--- src/rtl/ram_writer_bhl.sv ---
// Serial-to-parallel RAM loader: assembles MSB-first bit streams into words and
// fills an 2**ADDR_W-deep register array, with a combinational read port.
module ram_writer_bhl #(
    parameter int DATA_W = 14,
    parameter int ADDR_W = 3
) (
    input  logic              clk,
    input  logic              rst_n,
    input  logic              start,
    input  logic              bit_in,
    input  logic              bit_valid,
    input  logic [ADDR_W-1:0] addr,
    output logic [DATA_W-1:0] dout,
    output logic              busy,
    output logic              done,
    output logic [ADDR_W-1:0] wr_addr
);

    // state | meaning
    // IDLE  | waiting for start
    // SHIFT | accepting serial bits of the current word
    // WRITE | one cycle, stores the assembled word at wr_addr
    // DONE  | one cycle, raises the sticky done flag
    localparam logic [1:0] IDLE  = 2'd0;
    localparam logic [1:0] SHIFT = 2'd1;
    localparam logic [1:0] WRITE = 2'd2;
    localparam logic [1:0] DONE  = 2'd3;

    localparam int DEPTH = 2 ** ADDR_W;
    localparam int CNT_W = (DATA_W > 1) ? $clog2(DATA_W) : 1;
    localparam logic [CNT_W-1:0]  CNT_LAST = CNT_W'(DATA_W - 1);
    localparam logic [ADDR_W-1:0] PTR_LAST = {ADDR_W{1'b1}};

    logic [1:0]        state_q, state_d;
    logic [DATA_W-1:0] shift_q, shift_d;
    logic [CNT_W-1:0]  cnt_q, cnt_d;
    logic [ADDR_W-1:0] ptr_q, ptr_d;
    logic              done_q, done_d;
    logic              we;
    logic [DATA_W-1:0] mem_q [DEPTH];

    always_comb begin
        state_d = state_q;
        shift_d = shift_q;
        cnt_d   = cnt_q;
        ptr_d   = ptr_q;
        done_d  = done_q;
        we      = 1'b0;
        case (state_q)
            IDLE: begin
                if (start) begin
                    state_d = SHIFT;
                    ptr_d   = '0;
                    cnt_d   = '0;
                    done_d  = 1'b0;
                end
            end
            SHIFT: begin
                if (bit_valid) begin
                    shift_d = {shift_q[DATA_W-2:0], bit_in};
                    if (cnt_q == CNT_LAST) begin
                        cnt_d   = '0;
                        state_d = WRITE;
                    end else begin
                        cnt_d = cnt_q + CNT_W'(1);
                    end
                end
            end
            WRITE: begin
                we = 1'b1;
                // Pointer saturates on the last word so wr_addr never wraps mid-load.
                if (ptr_q == PTR_LAST) begin
                    state_d = DONE;
                end else begin
                    ptr_d   = ptr_q + ADDR_W'(1);
                    state_d = SHIFT;
                end
            end
            DONE: begin
                done_d  = 1'b1;
                state_d = IDLE;
            end
            default: state_d = IDLE;
        endcase
    end

    always_ff @(posedge clk) begin
        if (!rst_n) begin
            state_q <= IDLE;
            shift_q <= '0;
            cnt_q   <= '0;
            ptr_q   <= '0;
            done_q  <= 1'b0;
            for (int i = 0; i < DEPTH; i++) begin
                mem_q[i] <= '0;
            end
        end else begin
            state_q <= state_d;
            shift_q <= shift_d;
            cnt_q   <= cnt_d;
            ptr_q   <= ptr_d;
            done_q  <= done_d;
            if (we) begin
                mem_q[ptr_q] <= shift_q;
            end
        end
    end

    assign dout    = mem_q[addr];
    assign busy    = (state_q != IDLE);
    assign done    = done_q;
    assign wr_addr = ptr_q;

endmodule

--- config.mk ---
export PLATFORM = sky130hd
export DESIGN_NAME = ram_writer_bhl
export DESIGN_NICKNAME = d
export VERILOG_FILES = /design/src/rtl/ram_writer_bhl.sv
export SDC_FILE = /design/constraint.sdc
export NUM_CORES = 1
export LEC_CHECK = 0
export ABC_AREA = 1
export CORE_MARGIN = 1.5
export CORE_UTILIZATION = 40
export DETAILED_ROUTE_END_ITERATION = 8
export PLACE_DENSITY_LB_ADDON = 0.2
export SYNTH_ARGS = -nofsm -noshare
export SYNTH_HDL_FRONTEND = slang
export SYNTH_SLANG_ARGS = --single-unit
--- constraint.sdc ---
create_clock -name clk -period 2.97 [get_ports clk]
set_input_delay 0.297 -clock clk [delete_from_list [all_inputs] [get_ports clk]]
set_output_delay 0.297 -clock clk [all_outputs]
set_load 0.02 [all_outputs]
# == Word level (Yosys, flattened, before mapping) ==
# Memory sizes are Yosys's and may differ from the RTL's.
# Cells that the tools add are included.
# classes
addsub,2
n_mul,0
div,0
n_lt_le_gt_ge,0
n_eq_ne,9
n_shift,0
n_mux,22
bitwise_logic,0
n_reduce_logical,11
# op_table
cell,n
14-bit 2-to-1 mux,1
14-bit OR reduction,1
4-bit 2-to-1 mux,3
3-bit 2-to-1 mux,3
3-bit AND reduction,3
2-bit 2-to-1 mux,4
"2-bit != test, second input constant",4
2-bit one-hot mux with 4 select lines,1
4-bit one-hot mux with 2 select lines,1
2-bit nonzero test,4
1-bit 2-to-1 mux,7
3-bit one-hot mux with 2 select lines,1
"4-bit by 1-bit adder with 4-bit output, second input constant",1
"2-bit == test, second input constant",2
"4-bit == test, second input constant",1
2-bit AND reduction,2
"3-bit by 1-bit adder with 3-bit output, second input constant",1
"3-bit == test, second input constant",1
"2-bit by 1-bit == test with 1-bit output, second input constant",1
2-bit zero test,1
1-bit one-hot mux with 2 select lines,1
# word_totals
regBits,24
latchBits,0
mem_bits_rw,112
romBits,0
input_bits,8
output_inout_bits,19
elab_cells,50
memories,1
# memory_table
name,depth,width,read_ports,rd_ports_with_merged_regs,wr,line_no,source
mem_q,8,14,1,0,8,40,logic [DATA_W-1:0] mem_q [DEPTH];

# == Depth between registers and ports, before layout ==
# Gate-level depths: netlist of run 1.
# depth
word_depth,7
mapped_depth,8
mapped_depth_nobuf,8

# == Least setup slack after synthesis of run 1 ==
# Ideal clock, no wire load.
# synth_path
path_type,register to register
from,register ptr_q[0] (netlist: wr_addr[0])
to,memory mem_q[1][0] (enable)
setup_time_ns,0.361
arrival_ns,1.438
t_required_ns,2.609
slack_ns,1.171
stages_incl_launch_ff,6
path_buffers,1
synth_period_minus_slack_ns,1.799
path_cell_list,dfxtp_1 > nand2_1 > nor2_2 > nand2_1 > buf_2 > nand2_1
# synth_lines
element,line_no,source
"start, declared",37,"logic [ADDR_W-1:0] ptr_q, ptr_d;"
"start signal, assigned",101,ptr_q <= ptr_d;
"end, declared",40,

# == Final worst setup path of run 1 ==
# layout_path
from,input port addr[1]
to,output port dout[6]
# layout_between
elab_chain_cells,1
# layout_rtl
element,line_no,source
"start, declared",12,"input logic [ADDR_W-1:0] addr,"
memory read 8 x 14 bit,-,
"end, declared",13,"output logic [DATA_W-1:0] dout,"
# No other way between the ends.

==> impl_metrics.csv, run 1 <==
group,metric,value,unit
outcome,status,"complete, no violations",
layout,area_growth,18.5,%
place,gp_congestion,0.863,
routing,wl_per_cell,16.6,um
layout,final_area,7060,um2
place,dpl_cell_area,6460,um2
place,hpwl,8440,um
global_routing,grt_pass1_wl,23000,um
pwr,cellPowerDensity,663,nW/um2
timing,fmax,0.399,GHz
worst_setup_path,cp-end-kind,"output port",
min_path,hold_start,"cnt_q[3]",
routing,drc,0,
timing,final-hold-violation-count,0,
layout,fin_cells,860,
cts,clock_latency,0.42,ns
layout,fillers,1367,
synthesis,synth_cell_types,22,
layout,drive_gt1_share,7.84,%
synthesis,synth.most_common_cell,"nor2_1",
routing,drtPass1Iterations,5,
timing,drv_slew,0,
floorplan,core_area,14500,um2
floorplan,initial_core_util,41.0,%
synthesis,synth_edf_count,112,
cts,holdBufCountCts,0,
worst_setup_path,worstSetupPathType,"input port to output port",
place,port_buffers,26,
routing,vias,4444,
floorplan,fp.dieH,125,um
worst_setup_path,arrival,2.21,ns
cts,ctsResizeCount,0,
synthesis,synth.top_cell.area_share,56.5,%
min_path,hp-class,"flip-flop to flip-flop",
cts,cts.sinks,136,
worst_setup_path,worstReg2RegStart,"state_q[0]",
worst_setup_path,worstSetupStartpointType,"input port",
layout,nNetsFinal,673,
global_routing,grt_usage,19.5,%
floorplan,dieArea,15600,um2
flow_run,drv_cap,0,
timing,relSlewSlack,40.7,%
global_routing,grt_pass1_vias,4326,
routing,wl,14300,um
synthesis,yosys-top-cells-area,"edfxtp_1, nor2_1, dfxtp_1, o21ai_0, nand2_1",
worst_setup_path,crit_required,2.67,ns
synthesis,synth_area_leader_cell,"edfxtp_1",
synthesis,synth_cells,633,
worst_setup_path,crit_start,"addr[1]",
cts,numCtsBuffers,17,
global_routing,overflow,0,
layout,utilization,48.6,%
pwr,p_leak,2.61,nW
cts,cts_max_path_buffers,2,
worst_setup_path,r2r_slack,1.04,ns
routing,routed_via_density,5.17,
cts,htree_levels,4,
routing,drt_iter0_drc,507,
floorplan,rows,44,
timing,final.min_clock_period,2.51,ns
pwr,peakVddDrop,0.402,mV
cts,clk_pin_slew,0.05,ns
worst_setup_path,cp_max_fo,56,
synthesis,ys.flop_type,"edfxtp_1",
synthesis,netlist_area,5950,um2
pwr,finalPower,4.68,mW
cts,cts_tree,"done",
synthesis,ys_seq_elements,136,
cts,post_cts.repair.setup_buffers,0,
floorplan,io_pins,27,
layout,num_antenna_cells,0,
synthesis,async_reset_ff_share,0,%
timing,tightestPinTransition,0.888,ns
timing,fin_setup_tns,0,ns
timing,rsz0062_at_grt,"false",
timing,fin_skew,0.00944,ns
place,place_inst,828,
cts,root_buffer,"clkbuf_16",
routing,drtAntennaViolNets,0,
synthesis,ys_seq_area_share,64.6,%
floorplan,die_w,125,um
synthesis,syn_nets,643,
synthesis,yosysWarnings,0,
timing,period_share,84.4,%
synthesis,avgSynthCellArea,9.41,um2
global_routing,antenna_found_initial,0,
timing,setup_viol,0,
synthesis,netlist_top_cells_count,"nor2_1, edfxtp_1, o21ai_0",
global_routing,grt_max_degree,57,
[per-stage QoR]
step           hold WS [ns]  worst slack [ns]
3_3_place_gp          0.451             0.516
6_report              0.465             0.465
2_1_floorplan         0.439              1.17
3_5_place_dp          0.461             0.511
4_1_cts               0.469             0.502
5_1_grt               0.505             0.339
[sequential cells by signal (all words and copies together), names as in the netlist]
| signal | flops |
|---|---|
| state_q | 2 |
| done | 1 |
| shift_q | 14 |
| wr_addr | 3 |
| cnt_q | 4 |
| mem_q | 112 |
[final cells by class]
type | instances | area, um2 | share of cell area, %
Timing Repair Buffer | 45 | 435 | 6.17
Inverter | 32 | 120 | 1.70
Clock inverter | 7 | 91.3 | 1.29
Clock buffer | 25 | 505 | 7.16
Multi-Input combinational cell | 431 | 1830 | 25.9
Sequential cell | 136 | 3840 | 54.5
Tap cell | 184 | 230 | 3.26
[kinds of logic after synthesis]
kind of cell / count (synthesis) / synth area share (%)
compound gates: 124 / 10.4
fa+ha+maj: 2 / 0.420
buf+inv: 66 / 4.71
flops: 136 / 64.6
simple gates: 305 / 19.9
[layout by cell type (no fill, tap or decap)]
cell type        count
a21oi_1             19
a31oi_1              1
buf_12               3
buf_2                1
buf_4               16
bufinv_16            2
clkbuf_1             3
clkbuf_16           17
clkbuf_8             5
clkdlybuf4s50_1     25
clkinv_1            15
clkinv_2             1
clkinvlp_4           3
dfxtp_1             24
edfxtp_1           112
ha_1                 2
inv_1               17
inv_2                1
nand2_1             81
nand2_4              1
nand3_1              7
nand4_1              2
nor2_1             211
nor2_2               2
nor3_4               1
o21ai_0             96
o21ai_1              8
[final timing paths]
| path | end | depth (start not counted) |
|---|---|---|
| worst max-delay path | dout[6] | 7 |
| worst min-delay path | cnt_q[3] | 2 |
| worst max register to register | mem_q[4][0] | 6 |
| worst min register to register | cnt_q[3] | 2 |
[power by group]
part / internal (mW) / total, mW / switching, mW
clock: 1.34 / 2.09 / 0.753
combinational: 0.136 / 0.414 / 0.278
sequential: 2.14 / 2.17 / 0.0366
[worst max-delay path, cell delays in order]
cell	delay, ns
clkdlybuf4s50_1	0.51
buf_12	0.26
o21ai_0	0.12
o21ai_0	0.24
nand2_1	0.08
nand2_1	0.07
clkdlybuf4s50_1	0.60
[routing by layer]
metal / GRT usage (%) / wire length [um]
met3: 4.58 / 801
met1: 24.8 / 6210
met4: 7.62 / 243
met2: 32.3 / 7000
met5: 0 / 0
(Power assumes the default switching activity.)
==> inputs of run 2 (changes only) <==
clock period = 2.2 ns   (was 2.97 ns; I/O delays follow)
==> run 2 against run 1 <==
Worst setup slack worse by 0.33 ns. Register-to-register slack lost 0.37 ns. Sequential power rose by 35%. Die area unchanged. Combinational power rose by 41%. Global-route usage grew 0.31 points. Via count up 2.0%. Largest power group unchanged. Highest routed layer unchanged.
==> impl_metrics.csv, run 2 (same netlist as run 1, synthesis figures left out) <==
group,metric,value,unit
outcome,status,"complete, no violations",
min_path,hold_depth,3,
global_routing,overflow,0,
timing,rsz0062_at_grt,"false",
place,port_buffers,26,
worst_setup_path,crit_start,"mem_q[1][13]",
global_routing,grt_pass1_vias,4527,
pwr,p_leak,2.68,nW
timing,tightestPinTransition,0.327,ns
pwr,p_int,4.98,mW
worst_setup_path,cp_max_fo,1,
pwr,seq_power_share,45.7,%
pwr,switchingPower,1.44,mW
timing,drv_slew,0,
cts,cts_tree,"done",
worst_setup_path,worstSetupStartpointType,"flip-flop",
global_routing,grt_max_degree,57,
worst_setup_path,cp-end-kind,"output port",
floorplan,initial_core_util,41.0,%
global_routing,grt_pass1_wl,23700,um
min_path,holdPathEnd,"shift_q[0]",
floorplan,io_pins,27,
floorplan,die_w,125,um
min_path,hold_start,"bit_in",
global_routing,antenna_found_initial,0,
timing,relSlewSlack,78.0,%
layout,drive_gt1_share,9.08,%
place,dpl_cell_area,6520,um2
cts,root_buffer,"clkbuf_16",
layout,nNetsFinal,680,
cts,htree_levels,4,
cts,cts_max_path_buffers,2,
cts,clock_latency,0.41,ns
routing,drtPass1Iterations,5,
worst_setup_path,r2r_cells,6,
cts,post_cts.repair.setup_buffers,0,
timing,final.min_clock_period,2.06,ns
floorplan,rows,44,
worst_setup_path,r2r_slack,0.67,ns
routing,vias,4533,
worst_setup_path,worstReg2RegStart,"state_q[0]",
min_path,hp-class,"input port to flip-flop",
routing,routed_via_density,5.23,
layout,final_area,7150,um2
timing,fin_skew,0.00666,ns
pwr,pwr-share-clk,45.2,%
global_routing,grt_usage,19.8,%
layout,top_register,"mem_q",
cts,numCtsBuffers,17,
layout,num_antenna_cells,0,
floorplan,fp.dieH,125,um
cts,clk_pin_slew,0.05,ns
worst_setup_path,crit_required,1.98,ns
layout,largest_reg_flops,112,
flow_run,drv_cap,0,
timing,final-hold-violation-count,0,
routing,drc,0,
place,hpwl,8650,um
layout,final_common_cell,"nor2_1",
cts,cts.sinks,136,
routing,drtAntennaViolNets,0,
worst_setup_path,worstSetupPathType,"flip-flop to output port",
worst_setup_path,r2r-end,"mem_q[2][11]",
layout,reg_top3,"mem_q: 112 flops, shift_q: 14 flops, cnt_q: 4 flops",
routing,wl,14600,um
pwr,finalPower,6.42,mW
pwr,power_frac_comb,9.1,%
layout,final_cell_mix,"nor2_1, edfxtp_1, o21ai_0",
floorplan,dieArea,15600,um2
pwr,sw_frac_of_total,22.4,%
worst_setup_path,arrival,1.84,ns
timing,period_share,93.7,%
pwr,cellPowerDensity,897,nW/um2
routing,wl_per_cell,16.9,um
timing,fmax,0.485,GHz
timing,fin_setup_tns,0,ns
floorplan,core_area,14500,um2
layout,area_growth,20.1,%
routing,drt_iter0_drc,294,
pwr,peakVddDrop,0.507,mV
place,gp_congestion,0.811,
timing,setup_viol,0,
-- run 2: through the flow --
step	instances	setup WS [ns]	hold WS [ns]	util, %
after floorplan	633	0.401	0.412	-
after global placement	834	-0.173	0.452	44.8
after detailed placement	834	-0.183	0.464	44.8
after CTS	867	0.0554	0.471	49.2
after global routing	867	0.00643	0.502	49.2
final	867	0.138	0.463	49.2
-- run 2: critical path, stage by stage, from the launching register on --
cell and delay (ns):
edfxtp_1 0.35, o21ai_0 0.29, o21ai_0 0.15, nand2_1 0.08, nand2_1 0.05, clkdlybuf4s50_1 0.53
-- run 2: worst max-delay path by stage --
stage                        to  cells after the start
floorplan           mem_q[1][0]                      5
global placement       dout[13]                      7
detailed placement     dout[13]                      7
CTS                     dout[3]                      5
global route            dout[4]                      7
finish                 dout[13]                      5
-- run 2: layout make-up --
cell class,count,area [um2]
Fill cell,1339,7380
Multi-Input combinational cell,431,1830
Inverter,32,120
Clock inverter,8,118
Clock buffer,24,492
Timing Repair Buffer,52,518
Tap cell,184,230
Sequential cell,136,3840
-- run 2: power by group through the flow --
stage                     registers (mW)  clock network [mW]  logic (mW)
final                               2.93                2.90       0.583
after global routing                2.95                3.04       0.648
after CTS                           2.93                2.93       0.590
after detailed placement            2.98                   0       0.578
after global placement              2.98                   0       0.570
after floorplan                     2.98                   0       0.345
-- run 2: repair_timing --
item | CTS | global route
setup endpoints to repair | 14 | 4
gates resized for setup | 3 | 3
hold buffers | 0 | 0
gates cloned | 1 | 0
-- run 2: routing by layer --
| metal | up-vias | part of all wire [%] | GRT usage, % |
|---|---|---|---|
| met5 | - | 0 | 0 |
| met4 | 0 | 2.3 | 7.75 |
| met3 | 22 | 4.5 | 3.89 |
| met2 | 120 | 48 | 32.5 |
| met1 | 2205 | 45 | 25.9 |
| li1 | 2186 | - | - |
